<file path="src/rtl/logic_unit_pipe.sv">
// logic_unit_pipe: pipelined logic-function unit with N/Z/err flags, valid/ready on both sides and a completed-op counter
module logic_unit_pipe #(
  parameter int WIDTH  = 32,
  parameter int STAGES = 2,
  parameter int CNT_W  = 16
) (
  input  logic             clk,
  input  logic             rst,
  input  logic             in_valid,
  output logic             in_ready,
  input  logic [WIDTH-1:0] a,
  input  logic [WIDTH-1:0] b,
  input  logic [3:0]       op,
  output logic             out_valid,
  input  logic             out_ready,
  output logic [WIDTH-1:0] o,
  output logic             flag_n,
  output logic             flag_z,
  output logic             err,
  output logic [CNT_W-1:0] op_count
);
  typedef struct packed {
    logic [WIDTH-1:0] o;
    logic             n;
    logic             z;
    logic             e;
  } res_t;
  logic [WIDTH-1:0] w_r;
  res_t             w_din [STAGES+1];
  logic [STAGES:0]  w_vin;
  logic [STAGES-1:0] w_rdy;
  logic [CNT_W-1:0] r_cnt;
  always_comb begin
    case (op)
      4'd0:    w_r = a & b;
      4'd1:    w_r = a | b;
      4'd2:    w_r = a ^ b;
      4'd3:    w_r = ~(a & b);
      4'd4:    w_r = ~(a | b);
      4'd5:    w_r = a & ~b;
      4'd6:    w_r = a | ~b;
      4'd7:    w_r = ~(a ^ b);
      4'd8:    w_r = ~b;
      4'd9:    w_r = b;
      default: w_r = '0;
    endcase
  end
  assign w_din[0] = {w_r, w_r[WIDTH-1], ~|w_r, op > 4'd9};
  assign w_vin[0] = in_valid;
  for (genvar k = 0; k < STAGES; k++) begin : g_st
    res_t r_d;
    logic r_v;
    // A stage can load if out_ready drains the tail or any stage from here onward is empty
    assign w_rdy[k] = out_ready | ~&w_vin[STAGES:k+1];
    always_ff @(posedge clk or posedge rst)
      if (rst) begin
        r_v <= 1'b0;
        r_d <= '0;
      end else if (w_rdy[k]) begin
        r_v <= w_vin[k];
        if (w_vin[k]) r_d <= w_din[k];
      end
    assign w_vin[k+1] = r_v;
    assign w_din[k+1] = r_d;
  end
  always_ff @(posedge clk or posedge rst)
    if (rst) r_cnt <= '0;
    else if (out_valid && out_ready) r_cnt <= r_cnt + 1'b1;
  assign in_ready  = w_rdy[0];
  assign out_valid = w_vin[STAGES];
  assign o         = w_din[STAGES].o;
  assign flag_n    = w_din[STAGES].n;
  assign flag_z    = w_din[STAGES].z;
  assign err       = w_din[STAGES].e;
  assign op_count  = r_cnt;
endmodule

</file>
<file path="config.mk">
export PLATFORM = sky130hd
export DESIGN_NAME = logic_unit_pipe
export DESIGN_NICKNAME = d
export VERILOG_FILES = /design/src/rtl/logic_unit_pipe.sv
export SDC_FILE = /design/constraint.sdc
export NUM_CORES = 1
export LEC_CHECK = 0
export ABC_CLOCK_PERIOD_IN_PS = 3200
export BUFFER_PORTS_ARGS = -buffer_cell sky130_fd_sc_hd__buf_4
export CAP_MARGIN = 25
export CORE_ASPECT_RATIO = 0.5
export CORE_MARGIN = 10
export CORE_UTILIZATION = 55
export DETAILED_ROUTE_END_ITERATION = 16
export PLACE_DENSITY_LB_ADDON = 0.15
export SYNTH_ARGS = -nofsm -noshare
export SYNTH_HDL_FRONTEND = slang
export SYNTH_SLANG_ARGS = --single-unit
export TNS_END_PERCENT = 10
</file>
<file path="constraint.sdc">
create_clock -name clk -period 3.2 [get_ports clk]
set_input_delay 0.64 -clock clk [delete_from_list [all_inputs] [get_ports clk]]
set_output_delay 0.64 -clock clk [all_outputs]
set_load 0.1 [all_outputs]
</file>
=== Word level (Yosys, flattened, before mapping) ===
Cells that the tools add are included.

* Add/sub/neg operators: 1
* Bitwise logic cells: 11
* Equal/unequal tests: 9
* Order comparisons: 1
* Mux-type cells: 1
* Reductions and logical operators: 9

{| class="wikitable"
|+ Operators by type and width
! kind !! number
|-
| case mux 32 bit (10 select lines) || 1
|-
| NOT 32 bit || 4
|-
| AND 32 bit || 2
|-
| OR 32 bit || 2
|-
| OR reduction 32 bit || 1
|-
| XOR 32 bit || 1
|-
| adder 16 x 1 -> 16 bit (second input constant) || 1
|-
| equality test 4 x 3 -> 1 bit (second input constant) || 4
|-
| equality test 4 x 2 -> 1 bit (second input constant) || 2
|-
| equality test 4 bit (second input constant) || 2
|-
| AND reduction 2 bit || 3
|-
| equality test 4 x 1 -> 1 bit (second input constant) || 1
|-
| > comparator 4 bit (second input constant) || 1
|-
| logical NOT 4 bit || 1
|-
| logical NOT 1 bit || 3
|-
| OR 1 bit || 2
|-
| logical AND 1 bit || 1
|}

* Register bits: 88
* Bits of input ports: 72
* Output and inout port bits: 53

=== Logic depth before layout (Yosys ltp) ===
Gate-level depths: netlist of the first run.

* Depth in word-level cells: 5
* Mapped depth: 11
* Gate-level depth less buffers: 10

=== Worst setup path after synthesis of the first run ===
No wires, ideal clock.

* Path type: register -> register
* From: register g_st[1].r_v, in the netlist out_valid
* To: register g_st[0].r_d[31] (netlist name)
* Setup time: 135 ps
* Buffers on the path: 1
* Period minus slack after synthesis: 3183 ps
* Cell stages (with the launch flop): 6
* Data arrival time: 3048 ps
* Slack: 17 ps
* Cell sequence: dfrtp_1 > nand3b_1 > and2_1 > o21ai_0 > clkbuf_1 > o21ai_0

* Longest elaborated chain between the ends: 4

{| class="wikitable"
|+ Ends and longest elaborated chain
! element !! RTL line !! text
|-
| start, declared || 52 || <nowiki>logic r_v;</nowiki>
|-
| start signal, assigned || 60 || <nowiki>r_v <= w_vin[k];</nowiki>
|-
| AND reduction 2 bit || 54 || <nowiki>assign w_rdy[k] = out_ready | ~&w_vin[STAGES:k+1];</nowiki>
|-
| logical NOT 1 bit || 54 ||
|-
| OR 1 bit || 54 ||
|-
| net in_ready || 10 || <nowiki>output logic in_ready,</nowiki>
|-
| AND reduction 2 bit (no source line) || n/a ||
|-
| end signal, assigned || 61 || <nowiki>if (w_vin[k]) r_d <= w_din[k];</nowiki>
|-
| end, declared || 51 || <nowiki>res_t r_d;</nowiki>
|}

The timed path passes the listed nets, and every way through them passes these cells.
A chain may end at the register's enable or synchronous reset.

=== Worst setup path after layout of the first run ===
* From: input port op[3]
* To: register g_st[0].r_d[1] (netlist name)

* Longest elaborated chain between the ends: 4

{| class="wikitable"
|+ Ends and longest elaborated chain
! element !! RTL line !! text
|-
| start, declared || 13 || <nowiki>input logic [3:0] op,</nowiki>
|-
| equality test 4 bit (tied with other cells) || 34 || <nowiki>case (op)</nowiki>
|-
| case mux 32 bit (10 select lines) * || 34 ||
|-
| OR reduction 32 bit * || 48 || <nowiki>assign w_din[0] = {w_r, w_r[WIDTH-1], ~|w_r, op > 4'd9};</nowiki>
|-
| logical NOT 1 bit * || 48 ||
|}

Every way passes the cells marked *; elsewhere a longest branch is shown, timed or not.

==> results of run 1 <==
==> per-layer routing <==
| layer | vias to the layer above | wire (um) | track usage [%] |
|---|---|---|---|
| met4 | 0 | 287 | 4.345 |
| met2 | 308 | 11220 | 37.45 |
| met5 | - | 0 | 0 |
| met3 | 22 | 2376 | 4.338 |
| met1 | 3551 | 11990 | 35.16 |
| li1 | 3442 | - | - |
==> cell usage after synthesis, types with 12 or more instances <==
library cell    n
buf_2          14
nand2b_1       12
o22ai_1        26
buf_6          16
inv_1          71
nor2_1         41
dfrtp_1        86
nand2_1        80
nor2b_1        13
a21oi_1        31
nand3_1        20
buf_4          43
nor3_1         15
clkbuf_1       13
o21ai_0        51
a22o_1         23
mux2_2         39
ha_1          129
a211oi_1       13
==> report_power, final <==
| part | leakage, nW | switching, W | total, W | internal [W] |
|---|---|---|---|---|
| clock | 0.172 | 0.000397 | 0.00118 | 0.000782 |
| sequential | 1.13 | 0.000139 | 0.00140 | 0.00126 |
| combinational | 3.50 | 0.00156 | 0.00217 | 0.000618 |
| total | 4.80 | 0.00209 | 0.00476 | 0.00266 |
==> sequential cells by signal, summed over array words and instances, names as in the netlist <==
register / cells
g_st.r_d: 34
o: 32
flag_z: 1
op_count: 16
err: 1
g_st.r_v: 1
out_valid: 1
==> layout make-up <==
type,count,share of cell area (%)
sequential,86,22.34
clock buffer,10,2.481
timing repair buffer,190,15.09
inverter,73,2.884
clock inverter,6,1.130
multi-input combinational,657,53.49
tap,198,2.572
==> logic make-up after synthesis <==
group                      count (synthesis)
AOI/OAI and AO/OA                        240
and+or+nand+nor                          219
xor gates and xnor gates                  16
buffers and inverters                    161
DFF                                       86
muxes                                     53
adders and majority gates                129
==> tightest hold or removal path: stages <==
cell and delay (ps):
buf_4 110, clkinv_2 50, buf_12 360
==> path summary, 6_finish.rpt <==
check | start | end | depth (start not counted)
max | op[3] | g_st[0].r_d[1]$_DFFE_PP0P_ | 10
min | rst | op_count[11]$_DFFE_PP0P_ | 3
max reg2reg | out_valid$_DFFE_PP0N_ | g_st[0].r_d[1]$_DFFE_PP0P_ | 6
min reg2reg | g_st[0].r_d[25]$_DFFE_PP0P_ | g_st[0].r_d[25]$_DFFE_PP0P_ | 2
max in group asynchronous | rst | o[5]$_DFFE_PP0P_ | 3
min in group clk | g_st[0].r_d[25]$_DFFE_PP0P_ | g_st[0].r_d[25]$_DFFE_PP0P_ | 2
==> through the flow <==
stage	utilization [%]	area (um^2)	hold WS, ps	setup slack, ps
after floorplan	-	8203	444.6	17.48
after detailed placement	63.83	9284	466.6	93.00
final	66.22	9632	413.5	359.7
after CTS	66.22	9632	431.3	437.1
after global routing	66.22	9632	447.9	175.3
after global placement	63.76	9274	462.0	59.03
==> run summary, run 1 <==
Via count: 7323
Fmax: 352.1 MHz
Post-CTS setup buffer count: 0
Max VDD drop: 383.0 uV
Worst-Skew Late Latency: 330 ps
Slowest stage delay, CP: 600 ps
Synth Cell Area: 8203 um^2
Worst min-delay path category: in2async
WP data required: 3440 ps
Adder-cell share of the synthesized area: 19.68%
Post-synthesis register bit count: 86
Avg WL per Cell: 21.21 um
Post-synth ARST share: 100.0%
Starting density of the core: 56.40%
Max Fanout on Critical Path: 39
Root Buffer: clkbuf_16
RD Place Congestion: 0.9617
Most common cell after layout, fill and taps aside: buf_4
Setup CP Type: in2reg
Post-Syn Nets: 1105
CTS tree: built
Sum Neg Setup Slack: 0 ps
Antenna Nets Post-Route: 0
Post-Synth Simple-Gate Area: 13.12%
ANT cells: 0
Site row count: 31
Nets@finish: 1218
Main combinational cell family by area after synthesis: compound AO/OA/AOI/OAI gates
Count of final max-slew check failures: 0
Iter 0 DRT Violations: 742
CTS HTree Levels: 3
Crit path DAT: 3080 ps
CORE AREA: 14550 um^2
Relative slew slack: 41.10%
Pwr Total: 0.004757 W
P_leak: 4.801 nW
Synth area leader: dfrtp_1
Post-route DRC: 0
Max-cap viol count: 0
Largest net degree at the start of global routing: 87
Die Ht: 106.4 um
CP Capture Type: register
Worst-path cell chain: buf_4 > nand3b_2 > a2bb2oi_1 > nor2_1 > nor4_1 > buf_4 > nand4_1 > nor3_1 > nand4_1 > o31ai_1
Avg Cell Area, Syn: 9.074 um^2
Commonest cells after routing, fill and taps aside: 187 x buf_4, 129 x ha_1, 86 x dfrtp_1
YS warnings: 0
Final WL: 25.88 mm
Power per Cell Area: 493.9 nW/um^2
Register area: 2152 um^2
Clk slew on worst S/H paths: 60 ps
Compound-cell area share of the yosys netlist: 20.97%
Register area share after synthesis: 26.24%
Multi-input logic area: 5152 um^2
Fill count: 1183
Hold Fails Final Rpt: 0
Predominant post-synthesis flop cell: dfrtp_1
EDFF count, synth: 0
Area contributors post-synth: dfrtp_1 26%, ha_1 20%, mux2_2 5.4%
Crit path launch type: input pin
I/O pin cnt: 125
Cts hold-fix bufs: 0
Layout Skew: 9.255 ps
First-pass GRT wire length: 40.00 mm
Detailed Routing Iterations Pass 1: 6
Initial antenna violation count: 0
Area share of xor/xnor cells in the synthesized design: 1.708%
Yosys cell types: 72
Setup Viol. Count Final: 0
Clock sink count: 86
Tmin final: 2840 ps
Status: complete, no violations
RSZ-0062 raised after global routing: false
CTS buffer count: 9
Multiplexer share of the synthesized area: 7.184%
Worst Max-Slew Pin Slew: 881.7 ps
CP top delay family: simple AND/OR/NAND/NOR gates
Vias in the first global route: 7039
Max Root-Sink Buffers: 2
Port bufs: 124
Crit share post-route: 88.76%
Area delta synth->final: 17.42%
Crit path buf inv count: 2
Cts repair resizes: 0
Vias per Instance: 6.002
All-Layer GR Usage: 24.39%
Post-synth top area share: 26.24%
Die area: 20500 um^2
R2R Setup Slk: 1320 ps
Post-Synthesis Cells: 904
Fraction of layout cells with a size suffix above 1: 26.42%
Chip Width: 192.7 um
Gr ovfl total: 0
Dpl cells: 1204
Slowest cell on crit path: nor4_1
DP HPWL: 20.29 mm
Finished Layout Cells: 1220
Power figures use the tool's default switching activity.
==> run 2, diff against run 1 <==
Settings changed: ABC_AREA set to 1.
==> run summary, run 2 <==
ANT cells: 0
Post-synth ARST share: 100.0%
RD Place Congestion: 0.9436
Hold Fails Final Rpt: 0
Max Fanout on Critical Path: 17
Vias per Instance: 5.180
Clock sink count: 86
Iter 0 DRT Violations: 681
YS warnings: 0
Register area share after synthesis: 26.06%
Worst-Skew Late Latency: 330 ps
Dpl cells: 1491
Final WL: 23.11 mm
All-Layer GR Usage: 21.70%
Largest net degree at the start of global routing: 87
CTS tree: built
Die area: 20620 um^2
Slowest cell on crit path: nand2_1
Antenna Nets Post-Route: 0
Largest register FFs: 34
Fmax: 444.0 MHz
Site row count: 31
WP data required: 3460 ps
Initial antenna violation count: 0
Fin worst setup slack: 947.8 ps
Fill count: 1368
Predominant post-synthesis flop cell: dfrtp_1
Via count: 7801
Post-CTS setup buffer count: 0
Power per Cell Area: 472.1 nW/um^2
Most frequent cell after synthesis: nand2_1
DP HPWL: 17.15 mm
Yosys cell types: 26
Setup Viol. Count Final: 0
Max VDD drop: 399.1 uV
Cts hold-fix bufs: 0
Fin util: 65.00%
EDFF count, synth: 0
First-pass GRT wire length: 37.44 mm
CP top delay family: simple AND/OR/NAND/NOR gates
Post-synth top area share: 26.06%
Multi-input logic area: 4974 um^2
Crit path DAT: 2510 ps
FF-to-FF Start: out_valid$_DFFE_PP0N_
R2R cell count: 7
Slowest stage delay, CP: 490 ps
Critical Path Source: op[2]
Nets@finish: 1505
Most common cell after layout, fill and taps aside: nand2_1
Register area: 2152 um^2
Chip Width: 193.3 um
Comb pwr share: 46.0%
CP Capture Type: register
P_leak: 5.370 nW
Finished Layout Cells: 1506
Commonest cells after routing, fill and taps aside: 355 x nand2_1, 184 x inv_1, 146 x buf_4
Relative slew slack: 52.81%
Crit path launch type: input pin
Count of final max-slew check failures: 0
Avg WL per Cell: 15.34 um
Root Buffer: clkbuf_16
Crit path buf inv count: 3
Worst min-delay path category: in2async
Max Root-Sink Buffers: 2
Tmin final: 2252 ps
Cts repair resizes: 0
P_sw: 0.002095 W
Largest reg by FF count: g_st.r_d
Area contributors post-synth: dfrtp_1 26%, ha_1 20%, nand2_1 16%
Layout Skew: 2.722 ps
Gr ovfl total: 0
Avg Cell Area, Syn: 6.759 um^2
Status: complete, no violations
Post-route DRC: 0
Worst path depth: 13
Starting density of the core: 56.63%
Pwr Total: 0.004475 W
Max-cap viol count: 0
R2R Setup Slk: 1280 ps
DP Worst Slack: 643.4 ps
Setup CP Type: in2reg
Sw Share: 46.82%
Crit share post-route: 70.38%
CTS HTree Levels: 3
Post-Synthesis Cells: 1222
Port bufs: 124
CORE AREA: 14580 um^2
Detailed Routing Iterations Pass 1: 5
Crit path capture: g_st[0].r_d[1]$_DFFE_PP0P_
Internal power: 0.002380 W
Clock power share: 22.6%
CTS buffer count: 9
Sum Neg Setup Slack: 0 ps
Synth Cell Area: 8259 um^2
Post-Syn Nets: 1423
Post-synthesis register bit count: 86
RSZ-0062 raised after global routing: false
Synth area leader: dfrtp_1
Commonest cells in the netlist: 356 x nand2_1, 185 x inv_1, 129 x ha_1
I/O pin cnt: 125
Sequential power share: 31.4%
Fraction of layout cells with a size suffix above 1: 14.07%
Crit Reg-Reg Endpoint: op_count[15]$_DFFE_PP0P_
Area delta synth->final: 14.77%
Worst-path cell chain: buf_4 > inv_1 > nor2_2 > nand2_1 > buf_4 > o21ai_0 > nor2_1 > nand3_1 > nor2_1 > nand2_1 > nor2_1 > nand2_1 > o21bai_1
Vias in the first global route: 7290
Clk slew on worst S/H paths: 60 ps
Die Ht: 106.7 um
Worst Max-Slew Pin Slew: 705.3 ps
run 2: worst reg2reg max path, stage by stage (launching register included):
cell and delay, ps:
dfrtp_1 360, nand2_1 150, nor3b_1 390, nand2_1 160
nor2_1 240, nand4_1 170, nor3_1 220, xor2_1 160
run 2: final cells by class:
type,count,share of cell area [%]
Sequential cell,86,22.70
Clock buffer,11,2.561
Multi-Input combinational cell,874,52.47
Timing Repair Buffer,147,11.77
Inverter,186,7.379
Tap cell,198,2.614
Clock inverter,4,0.5016
run 2: through the flow:
stage	cell area [um^2]	hold slack (ps)
final	9479	392.0
after global routing	9479	440.4
after CTS	9479	430.1
after detailed placement	9189	462.0
after global placement	9189	458.9
after floorplan	8259	445.1
run 2: worst min-delay path by stage:
stage | start | endpoint | slack (ps) | depth (start not counted)
3_3_place_gp | op_count[15]$_DFFE_PP0P_ | op_count[15]$_DFFE_PP0P_ | 460 | 1
2_1_floorplan | g_st[0].r_d[12]$_DFFE_PP0P_ | g_st[0].r_d[12]$_DFFE_PP0P_ | 450 | 2
5_1_grt | rst | o[0]$_DFFE_PP0P_ | 440 | 3
3_5_place_dp | op_count[15]$_DFFE_PP0P_ | op_count[15]$_DFFE_PP0P_ | 460 | 1
4_1_cts | rst | op_count[0]$_DFFE_PP0P_ | 430 | 3
6_report | rst | op_count[0]$_DFFE_PP0P_ | 390 | 3
run 2: kinds of logic (layout without fill, tap and decap cells):
kind of cell               after synthesis  count (layout)  share of synthesized area [%]
and+or+nand+nor                        600             600                          30.40
buffers and inverters                  262             348                          13.88
adders and majority gates              129             129                          19.54
AOI/OAI and AO/OA                      122             122                          7.438
DFF                                     86              86                          26.06
xor gates and xnor gates                14              14                          1.485
muxes                                    9               9                          1.197
run 2: power by group through the flow:
stage               logic, W  registers, W  clock network, W
finish               0.00206       0.00141           0.00101
global route         0.00220       0.00143           0.00107
CTS                  0.00206       0.00141           0.00103
detailed placement   0.00205       0.00142                 0
global placement     0.00203       0.00142                 0
floorplan            0.00135       0.00169                 0
run 2: per-layer routing:
metal / wire (um) / GRT usage (%) / vias to the layer above
met3: 1988 / 3.607 / 27
met1: 11250 / 32.05 / 3560
met5: 0 / 0 / -
met4: 303 / 4.840 / 0
met2: 9567 / 32.28 / 312
li1: - / - / 3902
==> run 3, diff against run 2 <==
Settings changed: ABC_AREA 1 to 0, ABC_CLOCK_PERIOD_IN_PS 3200 to 2000, CORE_UTILIZATION 55 to 53.
Clock period 3.2 ns to 2 ns, I/O delays scaled along.
==> run summary, run 3 (synthesized netlist as in run 1, its figures left out) <==
CORE AREA: 15290 um^2
Comb pwr share: 50.2%
Fin util: 77.95%
Slowest cell on crit path: or4b_2
First-pass GRT wire length: 45.18 mm
Via count: 8235
WP data required: 2220 ps
Commonest cells after routing, fill and taps aside: 365 x buf_4, 123 x ha_1, 85 x dfrtp_1
Internal power: 0.004552 W
Layout Skew: 5.466 ps
Antenna Nets Post-Route: 0
Largest net degree at the start of global routing: 30
Initial antenna violation count: 0
Nets@finish: 1426
Most common cell after layout, fill and taps aside: buf_4
Final WL: 29.79 mm
Starting density of the core: 53.63%
Status: complete, no violations
Die area: 21160 um^2
Vias per Instance: 5.743
Max VDD drop: 881.0 uV
Max-cap viol count: 0
Fraction of layout cells with a size suffix above 1: 45.28%
Worst-Skew Late Latency: 330 ps
Crit share post-route: 99.48%
Largest reg by FF count: g_st.r_d
CTS buffer count: 9
Die Ht: 108.0 um
RSZ-0062 raised after global routing: true
Worst Max-Slew Pin Slew: 624.8 ps
Worst min-delay path category: in2async
Site row count: 32
Relative slew slack: 58.12%
Fill count: 1038
Sw Share: 44.41%
DP HPWL: 22.91 mm
Sequential power share: 27.6%
P_leak: 6.016 nW
Cts hold-fix bufs: 0
P_sw: 0.003637 W
Chip Width: 195.9 um
CP Capture Type: register
Iter 0 DRT Violations: 602
Clock sink count: 86
RD Place Congestion: 0.9761
Pwr Total: 0.008189 W
Power per Cell Area: 686.8 nW/um^2
Max Root-Sink Buffers: 2
ANT cells: 0
Clock power share: 22.2%
Crit path launch type: input pin
CTS HTree Levels: 3
CP top delay family: simple AND/OR/NAND/NOR gates
Setup Viol. Count Final: 0
Post-route DRC: 0
Crit path DAT: 2210 ps
Count of final max-slew check failures: 0
Hold Fails Final Rpt: 0
Avg WL per Cell: 20.77 um
Vias in the first global route: 8214
Slowest stage delay, CP: 670 ps
Crit path buf inv count: 4
Fmax: 502.6 MHz
I/O pin cnt: 125
Sum Neg Setup Slack: 0 ps
Largest register FFs: 34
Clk slew on worst S/H paths: 60 ps
Worst-path cell chain: buf_6 > buf_12 > buf_4 > or4b_2 > mux2i_1 > a221oi_2 > o21a_1 > inv_1 > nor3_2 > nand4_1 > o31ai_1
Area delta synth->final: 45.35%
CTS tree: built
Detailed Routing Iterations Pass 1: 5
All-Layer GR Usage: 26.55%
Port bufs: 124
Max Fanout on Critical Path: 8
Root Buffer: clkbuf_16
Setup CP Type: in2reg
Gr ovfl total: 0
Tmin final: 1990 ps
[run 3: cell count changes in the layout (fill, tap and decap cells not counted), sizes merged, moves of 17 or more]
cell and change:
mux2 +37, o21ai -63, a21oi +28, inv -111
a22o +23, nor2 -63, buf +251, o22ai +25
nand3 -86, nand3b -17, nand2 -274
[run 3: metal layers]
metal,vias up,track usage [%],part of all wire (%)
met5,-,0,0
met4,0,7.692,2.3
met3,57,4.479,7.6
met2,363,42.28,45
met1,3958,36.55,45
li1,3857,-,-
[run 3: final timing paths]
kind,slack (ps),endpoint,cells past startpoint,start
worst max-delay path,10,g_st[0].r_d[1]$_DFFE_PP0P_,11,op[1]
worst min-delay path,110,op_count[0]$_DFFE_PP0P_,2,rst
worst max register to register,50,op_count[15]$_DFFE_PP0P_,6,out_valid$_DFFE_PP0N_
worst min register to register,480,op_count[15]$_DFFE_PP0P_,1,op_count[15]$_DFFE_PP0P_
max in group asynchronous,1360,o[23]$_DFFE_PP0P_,3,rst
min in group clk,290,g_st[0].r_v$_DFFE_PP0N_,2,in_valid
[run 3: power by group through the flow]
stage               clock, W  sequential, W  combinational, W
finish               0.00182        0.00226           0.00411
floorplan                  0        0.00271           0.00222
detailed placement         0        0.00227           0.00381
global route         0.00191        0.00229           0.00430
global placement           0        0.00225           0.00376
CTS                  0.00183        0.00226           0.00389
[run 3: worst register-to-register path, stage by stage, from the launching register on]
cell and delay [ps]:
dfrtp_4 440, nand2_1 130, nor3_1 440, nand4_1 330, nor2b_1 260, nand3_1 110
xnor2_1 140
[run 3: final cells by class]
type / count / area [um^2] / share of cell area [%]
Multi-Input combinational cell: 657 / 5624 / 47.17
Timing Repair Buffer: 398 / 3253 / 27.29
Sequential cell: 86 / 2156 / 18.08
Inverter: 73 / 306.5 / 2.571
Clock inverter: 7 / 102.6 / 0.8605
Clock buffer: 9 / 225.2 / 1.889
Tap cell: 204 / 255.2 / 2.141
[run 3: stage by stage]
step / worst slack, ps / cell area, um^2 / hold slack [ps] / cells
2_1_floorplan: -490.6 / 8244 / 444.6 / 904
3_3_place_gp: -627.9 / 10740 / 458.4 / 1388
3_5_place_dp: -631.0 / 10750 / 463.6 / 1390
4_1_cts: -89.90 / 11230 / 120.6 / 1410
5_1_grt: -65.00 / 11920 / 131.3 / 1434
6_report: 10.48 / 11920 / 107.7 / 1434
[run 3: what timing repair did]
item                       4_1_cts  5_1_grt
pin swaps                       11       34
setup endpoints to repair       11       18
resized for setup               23      124
buffers inserted                 4       28
gates cloned                     0        0
